## src/rtl/mem_access_stage.sv

```systemverilog
// MEM-stage data memory: word loads/stores with a fixed multi-cycle latency,
// pipeline stall generation, and register-write gating for the MEM/WB register.
module mem_access_stage #(
  parameter int DEPTH   = 64,
  parameter int ADDR_W  = 6,
  parameter int LATENCY = 2
) (
  input  logic        clock,
  input  logic        resetn,
  input  logic        mwreg,
  input  logic        mm2reg,
  input  logic        mwmem,
  input  logic [31:0] mr,
  input  logic [31:0] mqb,
  output logic [31:0] mdo,
  output logic        mstall,
  output logic        mwreg_g,
  output logic        maddr_err
);

  typedef enum logic [1:0] {
    IDLE,
    BUSY,
    DONE
  } state_t;

  state_t              r_state;
  state_t              w_next;
  logic [3:0]          r_count;
  logic [31:0]         r_mem [DEPTH];
  logic [31:0]         r_mdo;
  logic                r_addr_err;

  logic                w_access;
  logic                w_aligned;
  logic                w_req;
  logic                w_misalign;
  logic                w_complete;
  logic [ADDR_W-1:0]   w_idx;
  logic                w_unused_hi;

  assign w_access   = mm2reg | mwmem;
  assign w_aligned  = (mr[1:0] == 2'b00);
  // Gated by resetn so a held request cannot raise mstall or commit while in reset.
  assign w_req      = resetn & w_access & w_aligned;
  assign w_misalign = w_access & ~w_aligned;
  assign w_idx      = mr[ADDR_W+1:2];
  assign w_unused_hi = ^mr[31:ADDR_W+2];

  assign w_complete = ((r_state == BUSY) && (r_count == 4'd1)) ||
                      ((LATENCY == 1) && (r_state == IDLE) && w_req);

  assign mstall    = ((r_state == IDLE) && w_req) || (r_state == BUSY);
  assign mwreg_g   = mwreg & ~mstall;
  assign mdo       = r_mdo;
  assign maddr_err = r_addr_err;

  always_comb begin
    // NOTE: default assigned first so every path drives w_next and no latch is inferred.
    w_next = r_state;
    case (r_state)
      IDLE: begin
        if (w_complete)  w_next = DONE;
        else if (w_req)  w_next = BUSY;
      end
      BUSY: if (w_complete) w_next = DONE;
      DONE: w_next = IDLE;
      default: w_next = IDLE;
    endcase
  end

  // NOTE: sequential state uses non-blocking assignments so all registers update together.
  always_ff @(posedge clock or negedge resetn) begin
    if (!resetn) begin
      r_state    <= IDLE;
      r_count    <= '0;
      r_mdo      <= '0;
      r_addr_err <= 1'b0;
    end else begin
      r_state <= w_next;
      if ((r_state == IDLE) && w_req) begin
        r_count <= 4'(LATENCY - 1);
      end else if (r_state == BUSY) begin
        r_count <= r_count - 4'd1;
      end
      if ((r_state == IDLE) && w_misalign) begin
        r_mdo      <= '0;
        r_addr_err <= 1'b1;
      end else if (w_complete) begin
        if (mwmem && mm2reg) r_mdo <= '0;
        else if (mm2reg)     r_mdo <= r_mem[w_idx];
      end
    end
  end

  // NOTE: the storage array has no reset; contents survive resetn, and only the
  // completion edge of a store writes it, so an aborted store leaves it untouched.
  always_ff @(posedge clock) begin
    if (w_complete && mwmem) begin
      r_mem[w_idx] <= mqb;
    end
  end

endmodule
```

## config.mk

```make
export PLATFORM = sky130hd
export DESIGN_NAME = mem_access_stage
export DESIGN_NICKNAME = d
export VERILOG_FILES = /design/src/rtl/mem_access_stage.sv
export SDC_FILE = /design/constraint.sdc
export NUM_CORES = 2
export LEC_CHECK = 0
export CELL_PAD_IN_SITES_DETAIL_PLACEMENT = 1
export CELL_PAD_IN_SITES_GLOBAL_PLACEMENT = 1
export CORE_ASPECT_RATIO = 2
export CORE_UTILIZATION = 30
export DETAILED_ROUTE_END_ITERATION = 7
export GPL_ROUTABILITY_DRIVEN = 0
export GPL_TIMING_DRIVEN = 0
export PLACE_DENSITY_LB_ADDON = 0.2
export SYNTH_ARGS = -nofsm -noshare
export SYNTH_HDL_FRONTEND = slang
export SYNTH_SLANG_ARGS = --single-unit
export TNS_END_PERCENT = 100
```

## constraint.sdc

```tcl
create_clock -name clock -period 3.89 [get_ports clock]
set_clock_uncertainty 0.05 [all_clocks]
set_input_delay 1.167 -clock clock [delete_from_list [all_inputs] [get_ports clock]]
set_output_delay 1.167 -clock clock [all_outputs]
set_load 0.005 [all_outputs]
```

==> qor.csv <==
metric,value,unit
status,"complete, but fails checks",
violations,"capacitance limit, slew limit, setup timing",
power.total,46.9,mW
start_kind,input port,
path_class,in2reg,
synth_edf_count,2048,
fmax,241,MHz
vias,45010,
drc_errors,0,
synthesis.area,79200,um2
synthTopCellsByArea,"edfxtp_1, mux2i_1, a221o_1",
r2r_cells,9,
critical_path_arrival,4.89,ns
grt_max_degree,65,
dp_hpwl,210,mm
crit_slowest_cell,o22ai_1,
antenna_found_initial,18,
ant_nets,0,
drt-vias-per-instance,5.37,
timing.rr.end,r_mem[5][12],
routedWlPerCell,35.4,um
area_growth,19.3,%
chipHeight,728,um
slew_violations,2,
worst_pin_slew,1.61,ns
synth_top_area_frac,0.777,
final_cell_area,94400,um2
dieArea,266000,um2
critPathBufInv,4,
placed_cell_area,87100,um2
synth_nets,4372,
fin_ws,-0.256,ns
p_leak,30.5,nW
first_pass_iters,6,
gr-total-overflow,0,
endpoint_kind,flop,
avgSynthCellArea,18.4,um2
power.density,496,nW/um2
required,4.64,ns
synthArstFlopShare,0.0187,
cp_top_family,compound AO/OA/AOI/OAI gates,
hold_viol,0,
grt_pass1_wl,400,mm
cts_buffer_depth,4,
final_layout_size_suffix_gt1_frac,0.162,
grt_usage,0.221,
final_cell_mix,"edfxtp_1, mux2i_1, a221o_1",
dp_slack,-2.03,ns
synth_top_area_cell,edfxtp_1,
ff_latch_area,62500,um2
yosysWarnings,0,
irDropWorstVdd,341,uV
rsz0062_at_grt,yes,
layout.nets,4822,
cts_tree,yes,
fin_crit_sh,1.07,
ys_ff_latch,2087,
max_slew_margin,-0.0741,
cp-endpoint,mdo[19],
die_x,365,um
grt_pass1_vias,47411,
finalSetupViolCount,93,
clkLatencyLatePin,0.89,ns
rrSetupSlack,0,ns
initial_core_util,0.302,
synth_cell_types,50,
nFillCells,26127,
hold_buffers,0,
hold_class,in2async,
slowest_delay,1.24,ns
path_depth,9,
drt-total-wl,297,mm
ys_seq_area_frac,0.789,
synth_cells,4301,
core_area,262000,um2
numCtsBuffers,189,
mostFrequentLayoutCell,edfxtp_1,
r2r-start,r_count[1],
cp_max_fo,10,
clk_pin_slew_worst_paths,0.06,ns
crit_start,mr[4],
io_buffers,76,
maxCapViolCount,1,
multiInputGateArea,16000,um2
drt-initial-drc-count,3751,
htreeDepth,4,
clkSinkCount,2087,
layout_min_cycle_time,4.15,ns
fp-row-count,266,
clockRootBuffer,clkbuf_16,
ys.flop_type,edfxtp_1,
io-pin-count,104,
worstPathCellList,buf_2 > inv_2 > clkbuf_2 > clkbuf_1 > a221o_1 > a21oi_1 > o22ai_1 > nor4_2 > o21ai_1,
## final cells by class
cell class	instances	area share
clock inverter	97	0.00904
clock buffer	243	0.0538
antenna	5	0.000133
inverter	5	0.000199
multi-input combinational	1883	0.169
sequential	2087	0.662
tap	3484	0.0462
timing repair buffer	260	0.0433
buffer	325	0.0163
## where the power goes
part           internal, mW  switching [mW]  leakage [nW]
Sequential             24.7          0.0389          18.9
Combinational         0.945            2.44          8.64
Clock                  10.2            8.49          2.90
## sequential cells by signal, indices dropped and copies added (netlist names)
name / flops
mdo: 32
r_count: 4
r_state: 2
r_mem: 2048
maddr_err: 1
## layer usage
layer	track usage	routed length, um
met1	0.223	99200
met2	0.403	157000
met3	0.0290	12700
met4	0.178	28500
met5	0	46
## synthesized netlist by cell type (2+ instances only)
cell type	count
nor2b_1	2
o32ai_1	3
a221oi_1	2
or3b_2	2
inv_1	4
clkbuf_1	173
o21ai_0	7
nand4_1	2
nor4_2	14
ha_1	2
dfrtp_1	39
a31oi_1	4
nand2b_1	4
buf_4	5
edfxtp_1	2048
nor3_1	2
mux2i_1	507
buf_1	12
mux4_2	10
and3_1	2
nor3b_1	3
a221o_1	491
o22ai_1	370
buf_6	10
buf_2	126
a21oi_1	246
nand2_1	48
mux2_2	4
or3_1	2
xnor2_1	2
nor2_1	77
or2_2	2
nand3b_1	3
a32oi_1	2
o21ai_1	32
nor4_1	20
nand3_1	6
## per-stage QoR
stage / setup TNS [ns] / utilization / instances / hold WS [ns]
final: -7.07 / 0.360 / 8389 / 0.101
after global routing: -7.01 / 0.360 / 8386 / 0.0909
after CTS: 0 / 0.359 / 8374 / 0.0500
after detailed placement: -2784.57 / 0.332 / 7967 / 0.425
after global placement: -8498.99 / 0.321 / 7861 / 0.404
after floorplan: -407.52 / - / 4301 / 0.408
## timing repair
item / 4_1_cts / 5_1_grt
endpoints found under the setup margin: 1683 / 196
pin swaps: 24 / 5
gates resized for setup: 78 / 19
hold endpoints to repair: 0 / 0
setup buffers: 67 / 11
## how the worst min path moves through the flow
stage | startpoint | endpoint | slack [ns]
CTS | resetn | r_count[0] | 0.05
floorplan | r_count[3] | r_count[3] | 0.41
global route | resetn | r_count[2] | 0.09
global placement | maddr_err | maddr_err | 0.40
detailed placement | mdo[26] | mdo[26] | 0.43
finish | resetn | r_count[0] | 0.10
## logic make-up after synthesis
logic type | synth area share
flip-flops | 0.789
AO/OA/AOI/OAI | 0.111
multiplexers | 0.0675
buffers and inverters | 0.0189
AND/OR/NAND/NOR | 0.0130
XOR/XNOR | 0.000221
adder cells (fa/ha/maj) | 0.000316
No activity file was read; power rests on OpenSTA's default activity.
